==> src/rtl/aqp_ebus_arbiter.sv <==
// Purpose: arbitrates NUM_MASTERS internal masters onto the external Z80 bus (ebus),
//          with BUSREQ#/BUSACK# handshake, turnaround cycle and RD#/WR# strobe detection.
// Latency: grant 2 cycles after request (or after synchronised BUSACK#); bus_* 1 cycle behind owner.
// Backpressure: requesters wait on m_gnt; an owner keeps the bus until it drops m_req.
//
// Ports:
//   clk, reset                  system clock, synchronous active-high reset
//   has_z80                     physical Z80 fitted (static after reset)
//   m_req / m_gnt               per-master request, one-hot registered grant
//   m_a, m_rd_n, m_wr_n,        per-master address / strobes / write data,
//   m_mreq_n, m_iorq_n,         packed master i at [16i+15:16i] (address)
//   m_wrdata, m_wrdata_en       and [8i+7:8i] (data)
//   ebus_busreq_n, ebus_busack_n  Z80 bus request (push-pull) / raw bus acknowledge
//   bus_oe, bus_a, bus_*_n      muxed address/controls and their drive enable
//   bus_d_out, bus_d_oe         muxed write data and its drive enable
//   ebus_rd_n_in, ebus_wr_n_in  raw bus strobes
//   bus_read, bus_write         one-cycle pulses on each falling strobe edge
//   ack_timeout                 one-cycle pulse when BUSACK# never arrived
module aqp_ebus_arbiter #(
  parameter int NUM_MASTERS = 3,
  parameter int RR_MODE     = 0,
  parameter int SYNC_STAGES = 2,
  parameter int ACK_TIMEOUT = 1023
) (
  input  logic                      clk,
  input  logic                      reset,
  input  logic                      has_z80,
  input  logic [NUM_MASTERS-1:0]    m_req,
  output logic [NUM_MASTERS-1:0]    m_gnt,
  input  logic [16*NUM_MASTERS-1:0] m_a,
  input  logic [NUM_MASTERS-1:0]    m_rd_n,
  input  logic [NUM_MASTERS-1:0]    m_wr_n,
  input  logic [NUM_MASTERS-1:0]    m_mreq_n,
  input  logic [NUM_MASTERS-1:0]    m_iorq_n,
  input  logic [8*NUM_MASTERS-1:0]  m_wrdata,
  input  logic [NUM_MASTERS-1:0]    m_wrdata_en,
  output logic                      ebus_busreq_n,
  input  logic                      ebus_busack_n,
  output logic                      bus_oe,
  output logic [15:0]               bus_a,
  output logic                      bus_rd_n,
  output logic                      bus_wr_n,
  output logic                      bus_mreq_n,
  output logic                      bus_iorq_n,
  output logic [7:0]                bus_d_out,
  output logic                      bus_d_oe,
  input  logic                      ebus_rd_n_in,
  input  logic                      ebus_wr_n_in,
  output logic                      bus_read,
  output logic                      bus_write,
  output logic                      ack_timeout
);

  localparam int IW = (NUM_MASTERS > 1) ? $clog2(NUM_MASTERS) : 1;
  localparam int CW = (ACK_TIMEOUT > 0) ? $clog2(ACK_TIMEOUT + 1) : 1;
  // Counter value on the cycle before it would reach ACK_TIMEOUT.
  localparam logic [CW-1:0] TO_LAST = CW'((ACK_TIMEOUT > 0) ? ACK_TIMEOUT - 1 : 0);
  localparam logic [IW-1:0] LAST_IDX = IW'(NUM_MASTERS - 1);

  typedef enum logic [2:0] {
    ST_IDLE,
    ST_WAIT_ACK,
    ST_ARB,
    ST_GRANT,
    ST_TURN
  } state_t;

  state_t                 state, state_nxt;
  logic [SYNC_STAGES-1:0] busack_sync;
  logic [SYNC_STAGES:0]   rd_sh, wr_sh;
  logic                   busack_s;
  logic [CW-1:0]          ack_cnt;
  logic                   ack_fire;
  logic                   any_req;
  logic                   found;
  logic [IW-1:0]          win_sel;
  logic [IW-1:0]          win;
  // rr_ptr is the index searched first; 0 after reset so master 0 wins the first round.
  logic [IW-1:0]          rr_ptr;

  logic                   sel_req, sel_rd_n, sel_wr_n, sel_mreq_n, sel_iorq_n, sel_d_en;
  logic [15:0]            sel_a;
  logic [7:0]             sel_d;

  // ---------------------------------------------------------------------------
  // Synchronisers and strobe edge detectors
  // ---------------------------------------------------------------------------
  assign busack_s = busack_sync[SYNC_STAGES-1];

  always_ff @(posedge clk) begin
    if (reset) begin
      busack_sync <= '1;
      rd_sh       <= '1;
      wr_sh       <= '1;
      bus_read    <= 1'b0;
      bus_write   <= 1'b0;
    end else begin
      busack_sync <= {busack_sync[SYNC_STAGES-2:0], ebus_busack_n};
      rd_sh       <= {rd_sh[SYNC_STAGES-1:0], ebus_rd_n_in};
      wr_sh       <= {wr_sh[SYNC_STAGES-1:0], ebus_wr_n_in};
      // Older stage high, synchronised stage low: exactly one pulse per falling edge.
      bus_read    <= rd_sh[SYNC_STAGES] & ~rd_sh[SYNC_STAGES-1];
      bus_write   <= wr_sh[SYNC_STAGES] & ~wr_sh[SYNC_STAGES-1];
    end
  end

  // ---------------------------------------------------------------------------
  // Winner selection: search from rr_ptr upward first (round-robin only),
  // then fall back to the lowest set index, which also covers the wrap.
  // ---------------------------------------------------------------------------
  always_comb begin
    any_req = |m_req;
    found   = 1'b0;
    win_sel = '0;
    if (RR_MODE != 0) begin
      for (int i = 0; i < NUM_MASTERS; i++) begin
        if (!found && m_req[i] && (IW'(i) >= rr_ptr)) begin
          found   = 1'b1;
          win_sel = IW'(i);
        end
      end
    end
    for (int i = 0; i < NUM_MASTERS; i++) begin
      if (!found && m_req[i]) begin
        found   = 1'b1;
        win_sel = IW'(i);
      end
    end
  end

  // Signals of the current owner.
  always_comb begin
    sel_req    = 1'b0;
    sel_a      = '0;
    sel_rd_n   = 1'b1;
    sel_wr_n   = 1'b1;
    sel_mreq_n = 1'b1;
    sel_iorq_n = 1'b1;
    sel_d      = '0;
    sel_d_en   = 1'b0;
    for (int i = 0; i < NUM_MASTERS; i++) begin
      if (win == IW'(i)) begin
        sel_req    = m_req[i];
        sel_a      = m_a[16*i +: 16];
        sel_rd_n   = m_rd_n[i];
        sel_wr_n   = m_wr_n[i];
        sel_mreq_n = m_mreq_n[i];
        sel_iorq_n = m_iorq_n[i];
        sel_d      = m_wrdata[8*i +: 8];
        sel_d_en   = m_wrdata_en[i];
      end
    end
  end

  // ---------------------------------------------------------------------------
  // FSM
  // ---------------------------------------------------------------------------
  always_ff @(posedge clk) begin
    if (reset) begin
      state <= ST_IDLE;
    end else begin
      state <= state_nxt;
    end
  end

  always_comb begin
    state_nxt = state;
    ack_fire  = 1'b0;
    case (state)
      ST_IDLE: begin
        if (any_req) begin
          state_nxt = has_z80 ? ST_WAIT_ACK : ST_ARB;
        end
      end
      ST_WAIT_ACK: begin
        if (!busack_s) begin
          state_nxt = ST_ARB;
        end else if (!any_req) begin
          state_nxt = ST_IDLE;
        end else if ((ACK_TIMEOUT != 0) && (ack_cnt == TO_LAST)) begin
          state_nxt = ST_IDLE;
          ack_fire  = 1'b1;
        end
      end
      ST_ARB: begin
        state_nxt = any_req ? ST_GRANT : ST_IDLE;
      end
      ST_GRANT: begin
        // No pre-emption: only the owner dropping its request ends the grant.
        if (!sel_req) begin
          state_nxt = ST_TURN;
        end
      end
      ST_TURN: begin
        state_nxt = any_req ? ST_ARB : ST_IDLE;
      end
      default: begin
        state_nxt = ST_IDLE;
      end
    endcase
  end

  // ---------------------------------------------------------------------------
  // Registered outputs
  // ---------------------------------------------------------------------------
  always_ff @(posedge clk) begin
    if (reset) begin
      ack_cnt       <= '0;
      ack_timeout   <= 1'b0;
      ebus_busreq_n <= 1'b1;
      m_gnt         <= '0;
      win           <= '0;
      rr_ptr        <= '0;
      bus_oe        <= 1'b0;
      bus_a         <= '0;
      bus_rd_n      <= 1'b1;
      bus_wr_n      <= 1'b1;
      bus_mreq_n    <= 1'b1;
      bus_iorq_n    <= 1'b1;
      bus_d_out     <= '0;
      bus_d_oe      <= 1'b0;
    end else begin
      ack_cnt     <= (state == ST_WAIT_ACK) ? ack_cnt + CW'(1) : '0;
      ack_timeout <= ack_fire;
      // BUSREQ# is held for the whole session, from WAIT_ACK until back in IDLE.
      ebus_busreq_n <= ~(has_z80 && (state_nxt != ST_IDLE));

      if ((state == ST_ARB) && (state_nxt == ST_GRANT)) begin
        win    <= win_sel;
        rr_ptr <= (win_sel == LAST_IDX) ? '0 : win_sel + IW'(1);
        m_gnt  <= NUM_MASTERS'(1) << win_sel;
        bus_oe <= 1'b1;
      end

      if (state == ST_GRANT) begin
        if (state_nxt == ST_TURN) begin
          m_gnt      <= '0;
          bus_rd_n   <= 1'b1;
          bus_wr_n   <= 1'b1;
          bus_mreq_n <= 1'b1;
          bus_iorq_n <= 1'b1;
          bus_d_oe   <= 1'b0;
        end else begin
          bus_a      <= sel_a;
          bus_rd_n   <= sel_rd_n;
          bus_wr_n   <= sel_wr_n;
          bus_mreq_n <= sel_mreq_n;
          bus_iorq_n <= sel_iorq_n;
          bus_d_out  <= sel_d;
          bus_d_oe   <= sel_d_en;
        end
      end

      // Idle strobes stay driven through TURN and ARB so the bus never floats
      // between owners; the drivers only let go once the session ends.
      if (state_nxt == ST_IDLE) begin
        bus_oe <= 1'b0;
        m_gnt  <= '0;
      end
    end
  end

endmodule
==> config.mk <==
export PLATFORM = sky130hd
export DESIGN_NAME = aqp_ebus_arbiter
export DESIGN_NICKNAME = d
export VERILOG_FILES = /design/src/rtl/aqp_ebus_arbiter.sv
export SDC_FILE = /design/constraint.sdc
export NUM_CORES = 1
export LEC_CHECK = 0
export ABC_AREA = 1
export BUFFER_PORTS_ARGS = -buffer_cell sky130_fd_sc_hd__buf_2
export CAP_MARGIN = 20
export CORE_MARGIN = 8
export CORE_UTILIZATION = 50
export CTS_CLUSTER_SIZE = 10
export DETAILED_ROUTE_END_ITERATION = 12
export PLACE_DENSITY = 0.9
export RECOVER_POWER = 100
export SLEW_MARGIN = 25
export SYNTH_ARGS = -nofsm -noshare
export SYNTH_HDL_FRONTEND = slang
export SYNTH_SLANG_ARGS = --single-unit
==> constraint.sdc <==
create_clock -name clk -period 2.4 [get_ports clk]
set_clock_uncertainty 0.05 [all_clocks]
set_input_delay 0.48 -clock clk [delete_from_list [all_inputs] [get_ports clk]]
set_output_delay 0.48 -clock clk [all_outputs]
set_load 0.005 [all_outputs]
* Word level (Yosys, flattened, before mapping)
Index checks and enable logic that the tools add are counted.
Operators by class: equality and inequality tests 9, shift-type cells 1, multiplexer cells 46, bitwise operators 9, reduce and logical (&&, ||, !) cells 15, add/sub/neg operators 1
Operators by type and width (count):
- $mux 16 | 3
- $mux 1 | 27
- $mux 3 | 8
- $mux 8 | 3
- $pmux 3 s5 | 1
- $add 10x1->10 const B | 1
- $eq 10x10->1 const B | 1
- $eq 3x2->1 const B | 3
- $mux 2 | 4
- $not 1->1 | 7
- $eq 3x3->1 const B | 2
- $logic_not 3->1 | 2
- $logic_and 1x1->1 | 4
- $reduce_or 2->1 | 2
- $reduce_or 4->1 | 1
- $eq 3x1->1 const B | 1
- $reduce_bool 3->1 | 1
- $reduce_or 3->1 | 1
- $shl 1x2->3 const A | 1
- $and 1x1->1 | 2
- $eq 2x1->1 const B | 1
- $eq 2x2->1 const B | 1
- $logic_not 1->1 | 2
- $logic_not 2->1 | 1
- $reduce_and 2->1 | 1
Word-level totals: logic and storage cells 100, input bits 96, output and inout port bits 37, flip-flop bits (word level) 60

* Longest topological paths before layout
depth after elaboration 11, gate-level depth with buffers 10

* Least setup slack after synthesis
No wires, ideal clock.
path type in2reg, start in m_req[1], end reg m_gnt[0], required time 2232 ps, cell stages on the path 8, slack 902 ps, arrival 1330 ps, setup time 118 ps, path through nor2_2 -> nand2_1 -> nand4_1 -> nand3_1 -> nor2_2 -> nor2_2 -> nor2_2 -> nor2_1
Between the ends: cells in the longest elaborated chain, start to end 9, elaborated cells between the ends (all ways) 25
RTL lines:
- start, declared | RTL line 28 | input logic [NUM_MASTERS-1:0] m_req,
- $reduce_or 3->1 (tied with other cells) | RTL line 112 | any_req = |m_req;
- $mux 3 (tied with other cells) | RTL line 178 | end else if (!any_req) begin
- $mux 3 (tied with other cells) | RTL line 176 | if (!busack_s) begin
- $pmux 3 s5 / $logic_and 1x1->1 (equally long branches) | RTL line 169, 124
- $eq 3x2->1 / $mux 2 (equally long branches) | RTL line 228, 124
- $logic_and 1x1->1 / $shl 1x2->3 (equally long branches) | RTL line 228, 231
- $mux 3 | RTL line 228 | if ((state == ST_ARB) && (state_nxt == ST_GRANT)) begin
- $mux 3 | RTL line 236 | if (state_nxt == ST_TURN) begin
- $mux 3 | RTL line 235 | if (state == ST_GRANT) begin
- end signal, assigned | RTL line 231 | m_gnt <= NUM_MASTERS'(1) << win_sel;
- end, declared | RTL line 29 | output logic [NUM_MASTERS-1:0] m_gnt,
Parallel ways exist; a longest one is shown, timed or not. A chain may end at the register's enable or synchronous reset.

* Worst setup path in the final report
start in reset, end reg m_gnt[0]
Between the ends: cells in the longest elaborated chain, start to end 1
RTL lines:
- start, declared | RTL line 26 | input logic reset,
- $reduce_or 2->1 (no line)
Every way passes these cells.

==> impl_metrics.toml <==
[global_routing]
grt_pass1_vias = 3120
grt_max_degree = 51
gr-total-overflow = 0
grt_pass1_wl_um = 13800
antenna_found_initial = 0
gr-usage-all-layers_pct = 20.2

[detailed_routing]
totalWireLength_um = 8140
via_count = 2980
firstDrtPassIters = 5
ant_nets = 0
vias_per_cell = 5.13
drtIter0Drc = 200
routedWlPerCell_um = 14.0
drc = 0

[floorplanning]
die_h_um = 90.9
core-area_mm2 = 0.00547
ios = 133
die_w_um = 90.9
rows = 27
floorplan.die_area_mm2 = 0.00826
initial_core_util_pct = 51.2

[clock_network]
postCtsSetupBuffers = 0
clkTransAtPathRegs_ns = 0.07
clk_path_buf_depth = 2
cts_max_level = 3
clkSinkCount = 60
cts-root-buf = "clkbuf_8"
holdBufCountCts = 0
cts_made_buffers = 9
ctsResizeCount = 0
clk_latency_ns = 0.33
cts_tree = "built"

[cells_and_area]
nets = 602
syn_to_final_growth_pct = 30.8
diodes = 0
drive_above_1_share_pct = 28.5
fillers = 493

[worst_setup_path]
crit_path_end_kind = "flop"
cp.arrival_ns = 2.18
worstPathRequired_ns = 2.58
critPathKind = "primary input to flop"
start_kind = "primary input"
r2r_cells = 7
cp_max_fo = 38

[timing]
min_period_ns = 2.00
slew_headroom_pct = -12.2
final.setup.worst_slack_ns = 0.400
grt_setup_unrepaired = "no"
setup_tns_ns = 0
tightest_slew_ns = 1.68
timing.fmax_mhz = 500
fin_crit_sh_pct = 83.4
setup_viol = 0
slew_viol_final = 39
finalHoldViolCount = 0

[place]
gp_congestion = 0.893
port_buffers = 132
place_ws_ns = 0.485
dpl.hpwl_um = 6300

[power]
total_power_mw = 2.54
power_density_mw_per_mm2 = 692
ir_worst_vdd_mv = 0.397
leakagePower_nw = 1.59

[synthesis]
syn_inst = 375
ys_seq_elements = 60
ys_types = 29
synth_fp_nets = 473
syn_area_mm2 = 0.00280
syn_avg_cell_area_um2 = 7.47
synth_top_area_cell = "dfxtp_1"
ys_seq_area_share_pct = 42.9
ys_warn_count = 0
synth_area_leaders = "dfxtp_1 (43%), nand2_1 (17%), a31o_1 (6.9%), a21oi_1 (6.8%), nor2_1 (3.1%)"
synthDominantCellAreaShare_pct = 42.9

[min_path]
hold_class = "primary input to flop"
holdPathStages = 2

[job]
cap_violations = 1

[run_status]
violations = "max-capacitance violations, max-slew violations"
status = "finished with violations"
==> critical path, cell delays in order <==
cell and delay (ns):
buf_2 0.09, clkbuf_1 1.21, nor2_2 0.10, nor2_1 0.23, nor2_1 0.06
==> placed cells by master, fill, tap and decap left out, types with 4 or more instances in the layout <==
master,netlist,routed
nor3_1,4,4
inv_1,19,19
clkbuf_8,0,10
buf_2,9,99
clkbuf_1,2,34
nand3_1,15,15
dfxtp_1,60,60
nor2_1,23,24
nor2_2,5,4
a31o_1,22,22
or2_2,10,10
o22ai_1,8,8
nand2_1,129,129
a21oi_1,38,38
==> Yosys cell counts (all sizes together) <==
cell type / number
o211ai: 1
o21ai: 3
clkbuf: 2
a31o: 25
o22ai: 8
nand3b: 1
nor2: 30
nor3: 4
nand2: 132
or2: 10
xnor2: 1
nand4: 2
and3: 1
ha: 2
buf: 15
dfxtp: 60
nand3: 17
a21oi: 38
inv: 23
==> routing by layer <==
layer  part of all wire (%)  vias to the layer above  global-route usage, %
met5                      0                        -                      0
met4                    3.8                        0                   12.0
met3                    8.1                       23                   7.48
met2                     51                      126                   35.3
met1                     37                     1337                   20.2
li1                       -                     1494                      -
==> registers in the layout, summed over array words and instances (netlist names), 2 cells and up <==
signal / flops
ack_cnt: 10
m_gnt: 3
wr_sh: 3
state: 3
bus_d_out: 8
rd_sh: 3
bus_a: 16
win: 2
busack_sync: 2
==> layout make-up <==
class	count	area (um2)	area share, %
Multi-Input combinational cell	275	1400	38.1
Sequential cell	60	1200	32.8
Timing Repair Buffer	135	638	17.4
Clock buffer	10	138	3.76
Clock inverter	6	111	3.04
Tap cell	72	90.1	2.46
Inverter	23	88.8	2.42
==> metrics by stage <==
step	instances	util, %	hold WS [ns]	instance area, um2
finish	581	67.0	0.273	3660
global route	581	67.0	0.254	3660
CTS	581	67.8	0.258	3710
detailed placement	565	63.3	0.347	3460
global placement	565	63.3	0.341	3460
floorplan	375	-	0.339	2800
==> cells by family (layout without fill, tap and decap cells) <==
| group | count (synthesis) | count (layout) | share of synthesized area (%) |
|---|---|---|---|
| xor+xnor | 1 | 1 | 0.313 |
| flops | 60 | 60 | 42.9 |
| compound gates | 75 | 75 | 17.2 |
| fa+ha+maj | 2 | 2 | 0.893 |
| buf+inv | 40 | 174 | 7.19 |
| simple gates | 197 | 197 | 31.6 |
==> final timing paths <==
path | startpoint | endpoint | slack, ns
max | reset | m_gnt[0] | 0.40
min | ebus_rd_n_in | rd_sh[0] | 0.27
min reg2reg | rd_sh[0] | rd_sh[1] | 0.36
max reg2reg | win[1] | bus_a[0] | 0.43
==> power breakdown <==
group	internal (mW)	total, mW	switching, mW
Sequential	1.04	1.07	0.0308
Clock	0.717	1.11	0.393
Combinational	0.150	0.355	0.205
Total	1.91	2.54	0.629
No activity file was read; power rests on OpenSTA's default activity.
